**src/rtl/etroc2_seq_pkg.sv**
```systemverilog
// Shared definitions for the ETROC2 power-up sequencer:
// state encodings and asyCtrl / step-output bit positions.
package etroc2_seq_pkg;

    typedef enum logic [3:0] {
        ST_INIT       = 4'd0,
        ST_RESETPLL   = 4'd1,
        ST_PLLCAL     = 4'd2,
        ST_WAITCAL    = 4'd3,
        ST_LOCKDETECT = 4'd4,
        ST_RESETFC    = 4'd5,
        ST_INITFC     = 4'd6,
        ST_DONE       = 4'd7,
        ST_ERROR      = 4'd8
    } seq_state_e;

    localparam int ASY_PLL_RESET  = 0;
    localparam int ASY_START_CAL  = 1;
    localparam int ASY_RESET_LOCK = 2;
    localparam int ASY_RESET_FC   = 3;
    localparam int ASY_ALIGN_FC   = 4;
    localparam int ASY_RESET_CINJ = 5;
    localparam int N_STEP         = 6;

endpackage

```
**src/rtl/sat_counter.sv**
```systemverilog
// Saturating up-counter with synchronous clear; clear wins over increment.
// Synchronous active-low reset.
module sat_counter #(
    parameter int WIDTH = 12
) (
    input  logic             clk_i,
    input  logic             rstn_i,
    input  logic             inc_i,
    input  logic             clr_i,
    output logic [WIDTH-1:0] cnt_o
);

    logic [WIDTH-1:0] cnt_q, cnt_d;

    always_comb begin
        cnt_d = cnt_q;
        if (clr_i)
            cnt_d = '0;
        else if (inc_i && cnt_q != '1)
            cnt_d = cnt_q + 1'b1;
    end

    always_ff @(posedge clk_i) begin
        if (!rstn_i)
            cnt_q <= '0;
        else
            cnt_q <= cnt_d;
    end

    assign cnt_o = cnt_q;

endmodule

```
**src/rtl/power_up_sequencer.sv**
```systemverilog
// ETROC2 power-up sequencer: steps the PLL / fast-command bring-up,
// retries on wait-step timeout, and counts PLL unlocks and generic events.
module power_up_sequencer
    import etroc2_seq_pkg::*;
#(
    parameter int CNT_W     = 12,
    parameter int N_EVT     = 2,
    parameter int HOLD_CYC  = 2,
    parameter int TO_W      = 16,
    parameter int MAX_RETRY = 3,
    localparam int RC_W = (MAX_RETRY > 0) ? $clog2(MAX_RETRY + 1) : 1
) (
    input  logic                   clk40Ref,
    input  logic                   rstn,
    input  logic                   softBoot,
    input  logic                   disPowerSequence,
    input  logic                   fcSelfAlign,
    input  logic                   pllCalibrationDone,
    input  logic                   pllLocked,
    input  logic                   fastcommandAligned,
    input  logic [TO_W-1:0]        timeoutLimit,
    input  logic [5:0]             asyCtrl,
    input  logic [N_EVT-1:0]       evtIn,
    input  logic [N_EVT-1:0]       evtClear,
    output logic                   synPLLReset,
    output logic                   synStartCalibration,
    output logic                   synResetLockdetect,
    output logic                   synResetFastcommand,
    output logic                   synAlignFastcommand,
    output logic                   synResetChargeInj,
    output logic [3:0]             state,
    output logic [RC_W-1:0]        retryCount,
    output logic                   seqDone,
    output logic                   seqError,
    output logic [CNT_W-1:0]       pllUnlockCount,
    output logic [N_EVT*CNT_W-1:0] evtCount
);

    localparam logic [3:0] HOLD_LAST = 4'(HOLD_CYC - 1);

    seq_state_e        state_q, state_d;
    logic [3:0]        hold_q, hold_d;
    logic [TO_W-1:0]   to_q, to_d;
    logic [RC_W-1:0]   retry_q, retry_d;
    logic [N_STEP-1:0] sync1_q, sync2_q;
    logic [N_STEP-1:0] out_q, out_d;
    logic              pll_q;
    logic              hold_done, in_wait, to_hit;
    logic              restart, unlock_inc;

    assign hold_done = (hold_q == HOLD_LAST);
    assign in_wait = state_q inside {ST_WAITCAL, ST_LOCKDETECT, ST_INITFC};
    assign to_hit = in_wait && (timeoutLimit != '0)
                  && (to_q == timeoutLimit - 1'b1);

    always_comb begin
        state_d = state_q;
        retry_d = retry_q;
        case (state_q)
            ST_INIT:       if (hold_done) state_d = ST_RESETPLL;
            ST_RESETPLL:   if (hold_done) state_d = ST_PLLCAL;
            ST_PLLCAL:     if (hold_done) state_d = ST_WAITCAL;
            ST_WAITCAL:    if (pllCalibrationDone) state_d = ST_LOCKDETECT;
            ST_LOCKDETECT: if (pllLocked) state_d = ST_RESETFC;
            ST_RESETFC:    if (hold_done) state_d = ST_INITFC;
            ST_INITFC: begin
                if (fastcommandAligned || !fcSelfAlign)
                    state_d = ST_DONE;
            end
            ST_DONE:       state_d = ST_DONE;
            ST_ERROR:      state_d = ST_ERROR;
            default:       state_d = ST_DONE;
        endcase
        // A met exit condition beats a timeout in the same cycle
        if (to_hit && state_d == state_q) begin
            if (retry_q < RC_W'(MAX_RETRY)) begin
                retry_d = retry_q + 1'b1;
                state_d = ST_INIT;
            end else begin
                state_d = ST_ERROR;
            end
        end
        if (disPowerSequence && state_q != ST_ERROR) begin
            state_d = ST_DONE;
            retry_d = retry_q;
        end
        if (softBoot) begin
            state_d = ST_INIT;
            retry_d = '0;
        end
    end

    assign restart = softBoot || (state_d != state_q);

    always_comb begin
        hold_d = hold_q;
        to_d   = to_q;
        if (restart) begin
            hold_d = '0;
            to_d   = '0;
        end else begin
            if (!hold_done) hold_d = hold_q + 1'b1;
            if (to_q != '1) to_d = to_q + 1'b1;
        end
    end

    always_comb begin
        out_d = '0;
        case (state_q)
            ST_INIT:     out_d[ASY_PLL_RESET] = 1'b1;
            ST_RESETPLL: out_d = '0;
            ST_PLLCAL, ST_WAITCAL: out_d[ASY_START_CAL] = 1'b1;
            ST_LOCKDETECT: begin
                out_d[ASY_START_CAL]  = 1'b1;
                out_d[ASY_RESET_LOCK] = 1'b1;
            end
            ST_RESETFC: begin
                out_d[ASY_START_CAL]  = 1'b1;
                out_d[ASY_RESET_LOCK] = 1'b1;
                out_d[ASY_RESET_FC]   = 1'b1;
                out_d[ASY_RESET_CINJ] = hold_done;
            end
            ST_INITFC: begin
                out_d[ASY_START_CAL]  = 1'b1;
                out_d[ASY_RESET_LOCK] = 1'b1;
                out_d[ASY_RESET_FC]   = 1'b1;
                out_d[ASY_ALIGN_FC]   = fcSelfAlign;
            end
            ST_DONE:     out_d = sync2_q;
            ST_ERROR:    out_d[ASY_PLL_RESET] = 1'b1;
            default:     out_d = '0;
        endcase
    end

    always_ff @(posedge clk40Ref) begin
        if (!rstn) begin
            state_q <= ST_INIT;
            hold_q  <= '0;
            to_q    <= '0;
            retry_q <= '0;
            sync1_q <= '0;
            sync2_q <= '0;
            out_q   <= N_STEP'(1) << ASY_PLL_RESET;
            pll_q   <= 1'b0;
        end else begin
            state_q <= state_d;
            hold_q  <= hold_d;
            to_q    <= to_d;
            retry_q <= retry_d;
            sync1_q <= asyCtrl;
            sync2_q <= sync1_q;
            out_q   <= out_d;
            pll_q   <= pllLocked;
        end
    end

    assign unlock_inc = pll_q && !pllLocked
                      && (state_q inside {ST_RESETFC, ST_INITFC, ST_DONE});

    sat_counter #(.WIDTH(CNT_W)) u_unlock_cnt (
        .clk_i  (clk40Ref),
        .rstn_i (rstn),
        .inc_i  (unlock_inc),
        .clr_i  (1'b0),
        .cnt_o  (pllUnlockCount)
    );

    for (genvar i = 0; i < N_EVT; i++) begin : g_evt
        sat_counter #(.WIDTH(CNT_W)) u_evt_cnt (
            .clk_i  (clk40Ref),
            .rstn_i (rstn),
            .inc_i  (evtIn[i]),
            .clr_i  (evtClear[i]),
            .cnt_o  (evtCount[i*CNT_W +: CNT_W])
        );
    end

    assign synPLLReset         = out_q[ASY_PLL_RESET];
    assign synStartCalibration = out_q[ASY_START_CAL];
    assign synResetLockdetect  = out_q[ASY_RESET_LOCK];
    assign synResetFastcommand = out_q[ASY_RESET_FC];
    assign synAlignFastcommand = out_q[ASY_ALIGN_FC];
    assign synResetChargeInj   = out_q[ASY_RESET_CINJ];
    assign state      = state_q;
    assign retryCount = retry_q;
    assign seqDone    = (state_q == ST_DONE);
    assign seqError   = (state_q == ST_ERROR);

endmodule

```
**config.mk**
```make
export PLATFORM = sky130hd
export DESIGN_NAME = power_up_sequencer
export DESIGN_NICKNAME = d
export VERILOG_FILES = /design/src/rtl/etroc2_seq_pkg.sv /design/src/rtl/sat_counter.sv /design/src/rtl/power_up_sequencer.sv
export SDC_FILE = /design/constraint.sdc
export NUM_CORES = 1
export LEC_CHECK = 0
export ABC_AREA = 1
export CORE_MARGIN = 2
export CORE_UTILIZATION = 45
export CTS_CLUSTER_SIZE = 24
export DETAILED_ROUTE_END_ITERATION = 10
export PLACE_DENSITY = 0.77
export SLEW_MARGIN = 25
export SYNTH_ARGS = -nofsm -noshare
export SYNTH_HDL_FRONTEND = slang
export SYNTH_SLANG_ARGS = --single-unit
export TNS_END_PERCENT = 1
```
**constraint.sdc**
```tcl
create_clock -name clk40Ref -period 2.8 [get_ports clk40Ref]
set_clock_uncertainty 0.05 [all_clocks]
set_input_delay 0.28 -clock clk40Ref [delete_from_list [all_inputs] [get_ports clk40Ref]]
set_output_delay 0.28 -clock clk40Ref [all_outputs]
set_load 0.01 [all_outputs]
```
-- Word-level counts from Yosys, hierarchy flattened
Cells that the tools add are included.
- flip-flop bits (word level): 81
- output and inout port bits: 50
- input port bits: 34
- logic and storage cells: 82
- reduce and logical (&&, ||, !) cells: 26
- $lt $le $gt $ge: 1
- eq/ne operators: 17
- bitwise logic cells: 2
- muxes and demuxes: 18
- add/subtract/negate cells: 7
- operators by type and width (operator ; count):
    $mux W4 ; 11
    $add A12 B1 Y12 const B ; 3
    $ne A12 B12 Y1 const B ; 3
    $pmux W4 S8 ; 1
    $add A16 B1 Y16 const B ; 1
    $eq A16 B16 Y1 ; 1
    $eq A4 B3 Y1 const B ; 4
    $ne A16 B16 Y1 const B ; 1
    $reduce_bool A16 Y1 ; 1
    $sub A16 B1 Y16 const B ; 1
    $pmux W1 S2 ; 6
    $reduce_or A2 Y1 ; 6
    $logic_and A1 B1 Y1 ; 9
    $eq A4 B1 Y1 const B ; 2
    $eq A4 B2 Y1 const B ; 2
    $reduce_bool A3 Y1 ; 2
    $reduce_or A5 Y1 ; 1
    $add A4 B1 Y4 const B ; 1
    $eq A4 B4 Y1 ; 1
    $eq A4 B4 Y1 const B ; 1
    $logic_not A4 Y1 ; 1
    $ne A4 B4 Y1 ; 1
    $ne A4 B4 Y1 const B ; 1
    $reduce_and A3 Y1 ; 1
    other kinds (6) ; 9

-- Depth between registers and ports, before layout
- word-level depth: 12
- depth in mapped cells: 23
- depth with buffers taken out: 22

-- Modules after synthesis
From an unflattened synthesis, not the netlist that was laid out.
- cells, all modules: 776
- area total of the unflattened synthesis: 4984.8 um2
- modules (own cells, without submodules) (module ; area an instance (um2) ; sequential area each (um2) ; cells each ; times used):
    power_up_sequencer ; 2864.0 ; 900.9 ; 455 ; 1
    sat_counter ; 706.9 ; 240.2 ; 107 ; 3

-- Least setup slack after synthesis
OpenSTA, ideal clock, no wires.
- path kind: input -> register
- start: input timeoutLimit[0]
- end: register hold_q[1]
- setup time: 0.119 ns
- setup slack: 0.608 ns
- buffers on the path: 1
- data required time: 2.631 ns
- cell stages on the path: 22
- data arrival time: 2.024 ns
- path through: inv_1 ha_1 nand3_2 nor2_4 nand2_1 nand2_1 nand2_1 nand2_1 nand2_1 nor2_1 nand2_2 nor2_4 nand2_2 nand2_1 nand2_1 nand2_1 nand2_1 nand2_1 nor2_2 nand2_2 buf_6 nor2_2
- word-level cells in the longest chain between the ends: 10
- elaborated cells between the ends (all ways): 12
- those cells by class: add/sub: 1; eq/ne: 2; mux: 3; reduce/logical: 6
- RTL lines (item ; RTL line ; RTL):
    from (decl) ; power_up_sequencer.sv:21 ; input logic [TO_W-1:0] timeoutLimit,
    $sub A16 B1 Y16 or $reduce_bool A16 Y1 (tied branches) ; power_up_sequencer.sv:54, power_up_sequencer.sv:53 ;
    $eq A16 B16 Y1 or $logic_and A1 B1 Y1 (tied branches) ; power_up_sequencer.sv:54, power_up_sequencer.sv:53 ;
    $logic_and A1 B1 Y1 (*) ; power_up_sequencer.sv:54 ; && (to_q == timeoutLimit - 1'b1);
    $logic_and A1 B1 Y1 (*) ; power_up_sequencer.sv:75 ; if (to_hit && state_d == state_q) begin
    $mux W4 (*) ; power_up_sequencer.sv:75 ;
    $mux W4 (*) ; power_up_sequencer.sv:83 ; if (disPowerSequence && state_q != ST_ERROR) begin
    $mux W4 (*) ; power_up_sequencer.sv:87 ; if (softBoot) begin
    $ne A4 B4 Y1 (*) ; power_up_sequencer.sv:93 ; assign restart = softBoot || (state_d != state_q);
    $logic_or A1 B1 Y1 (*) ; power_up_sequencer.sv:93 ;
    $reduce_or A2 Y1 (no line) (*) ; - ;
    to (signal assigned) ; power_up_sequencer.sv:147 ; hold_q <= hold_d;
    to (decl) ; power_up_sequencer.sv:42 ; logic [3:0] hold_q, hold_d;
Mark *: on every way between the ends. The rest lies on a longest branch, timed or not.
A chain may end at the register's enable or synchronous reset.

-- Final worst setup path
- start: input timeoutLimit[3]
- end: register hold_q[0]
Same word-level chain as after synthesis.

==> results.cfg <==
[detailed_routing]
first_pass_iters = 5
via_per_inst = 4.85
ant_nets = 0
drtIter0Drc = 221
wl_per_cell_um = 11.6
via_count = 4312
drc = 0
totalWireLength_um = 10300

[worst_setup_path]
slowest_delay_ps = 440
cp_slowest_cell = clkdlybuf4s50_1
cp_max_fo = 7
cp_cell_sequence = clkdlybuf4s50_1, nor2_1, nand2_1, nor2_4, nand3b_1, nand3_1, nand2_1, nor2_2, nand2_1, nor2_2, nand2_2, nand2_1, nand2_1, nand3_1, nand3_1, nor2_2, nand2_4, clkbuf_16, nor2_2
path_class = primary input to flop
cpMostUsedCell = nand2_1
arrival_ps = 2880
worstPathRequired_ps = 3050
end_kind = flop
start_kind = primary input

[floorplan]
fp.dieH_um = 103
ioPinCount = 84
die_w_um = 103
dieArea_um2 = 10600
coreArea_um2 = 9640
start_util_pct = 45.6
fp-row-count = 36

[synthesis]
synth_area_leaders = dfxtp_1 (37%), nand2_1 (13%), nor2_1 (7.8%), inv_1 (7.7%), nand3_1 (4.7%)
synth_top_area_share_pct = 36.9
synth_top_family_by_area = simple AND/OR/NAND/NOR gates
synth_compound_area_share_pct = 8.18
yosys.area_share.adder_pct = 2.28
ys_seq_area_share_pct = 36.9
syn-num-nets = 692
syn_area_per_cell_um2 = 6.76
syn_area_um2 = 4390
post_synth_inst_count = 650
ys_seq_elements = 81
synthXorXnorAreaFrac_pct = 5.58
yosys_warnings = 0
muxShareOfSynthArea_pct = 0
yosysUniqueCellTypes = 36
synth_simple_gate_area_share_pct = 37.8
synth.largest_area_cell = dfxtp_1

[worst_hold_path]
worstHoldPathType = flop to flop

[grt]
grtUsageTotal_pct = 19.9
antenna_found_initial = 0
grt-ovfl-total = 0
grt_pass1_wl_um = 16900
grt_pass1_vias = 3986
grt_max_degree = 25

[pwr]
net-switching-power_mw = 0.591
pwr-share-seq_pct = 53.0
leakage_nw = 2.30
power_mw = 2.24
p_int_mw = 1.65
combPwrFrac_pct = 12.1
sw_frac_of_total_pct = 26.4
pwr_density_cell_nw_per_um2 = 392
vdd_ir_drop_max_uv = 273
p_clk_share_pct = 34.9

[cells_and_area]
diodes = 0
fillers = 938
final_area_um2 = 5700
syn2layout_area_growth_pct = 29.8
multi_input_area_um2 = 2390
area.sequential_um2 = 1620
nNetsFinal = 793
drive_gt1_share_pct = 11.5

[cts]
htree_levels = 3
cts_sinks = 81
cts_buffers = 9
cts_tree = done
cts_buffer_depth = 2
postCtsSetupBuffers = 0
clkTransAtPathRegs_ps = 80
clk_latency_ps = 360
cts-root-buf = clkbuf_8

[sta]
slew_viol_final = 0
fin_ws_ps = 168
setup_viol_count_final = 0
fin_tns_setup_ps = 0
min_period_ps = 2630
period_share_pct = 94.0
worstMarginPinSlew_ps = 566
hold_viol_final = 0
fmax_mhz = 380
slew-limit-headroom_pct = 62.1

[place]
dp_hpwl_um = 7850
dpl-instance-area_um2 = 5430
dp_slack_ps = -169
globalplace.congestion = 0.867
io_buffers = 83

[job]
max-cap-violations = 0

[outcome]
status = completed
## cell usage in the layout (no fill, tap or decap), types with 6 or more instances in the layout
cell             count
a21oi_1             29
dfxtp_1             80
clkdlybuf4s50_1     83
o21ai_0             28
xor2_1              21
nand2_1            149
nor2_1              90
inv_2                6
ha_1                 7
buf_4                9
nor3_1              13
xnor2_1              7
clkbuf_8            10
nand4_1             11
inv_1               89
nor2_2              31
nand3_1             41
## per-layer routing
metal / global-route usage (%) / share of wire [%]
met1: 25.1 / 45
met2: 32.9 / 47
met3: 3.59 / 4.8
met4: 9.51 / 2.9
met5: 0 / 0
## worst max-delay path: cells and delay by family
| kind | cells | cell delay (ps) |
|---|---|---|
| and+or+nand+nor | 17 | 1950 |
| buffers and inverters | 2 | 620 |
## through the flow
step | hold slack, ps | cells | utilization [%]
3_5_place_dp | 347 | 870 | 56.3
3_3_place_gp | 344 | 870 | 56.3
6_report | 366 | 889 | 59.1
5_1_grt | 393 | 889 | 59.1
2_1_floorplan | 323 | 650 | -
4_1_cts | 366 | 886 | 58.2
## power groups by stage
stage	Sequential (mW)	Combinational, mW	Clock, mW
after floorplan	1.21	0.145	0
after global placement	1.21	0.249	0
after detailed placement	1.21	0.255	0
after CTS	1.18	0.257	0.806
after global routing	1.19	0.302	0.855
final	1.18	0.272	0.780
## sequential cells by signal, indices dropped and copies added, names as in the netlist
signal	count
to_q	16
sync1_q	6
retryCount	2
u_unlock_cnt.cnt_o	12
g_evt.u_evt_cnt.cnt_o	24
out_q	6
state	4
pll_q	1
sync2_q	6
hold_q	4
## cells in the mapped netlist
cell type / number
nor2_4: 3
nand3_2: 4
nor2_1: 91
a21oi_1: 29
nor3b_1: 3
nor4_1: 2
nor2_2: 30
buf_6: 3
nand3b_1: 3
nand2_2: 6
o21ai_1: 2
or2_2: 2
dfxtp_1: 81
nand4_1: 11
o21bai_1: 1
a221oi_1: 1
nor3_2: 1
xor2_1: 21
inv_2: 5
o21a_1: 1
clkinv_1: 1
inv_1: 90
o22ai_1: 1
nand3_1: 41
o31ai_1: 1
clkbuf_1: 3
nand2_1: 149
xnor2_1: 7
nor3_1: 14
a211oi_1: 1
o21ai_0: 28
nor4_2: 1
nand3_4: 1
a31oi_1: 3
ha_1: 8
and3_1: 1
## kinds of logic after synthesis
logic type | Yosys count
xor gates and xnor gates | 28
AOI/OAI and AO/OA | 68
buffers and inverters | 102
DFF | 81
and+or+nand+nor | 363
adders and majority gates | 8
## path summary, 6_finish.rpt
| check | from | endpoint | cells after the start | slack, ps |
|---|---|---|---|---|
| setup / recovery | timeoutLimit[3] | hold_q[0] | 19 | 170 |
| hold / removal | sync1_q[1] | sync2_q[1] | 2 | 370 |
| setup reg to reg | state[1] | hold_q[0] | 17 | 210 |
| hold reg to reg | sync1_q[1] | sync2_q[1] | 2 | 370 |
## what timing repair did
| action | in CTS | in global routing |
|---|---|---|
| hold buffers | 0 | 0 |
| endpoints found under the hold margin | 0 | 0 |
| setup endpoints to repair | 0 | 21 |
| resized for setup | 0 | 7 |
## layout make-up
cell class	count	share of cell area, %
multi-input combinational	467	41.9
sequential	81	28.5
timing repair buffer	96	17.2
inverter	96	6.32
tap	133	2.92
clock buffer	10	2.41
clock inverter	6	0.768
(Power assumes the default switching activity.)
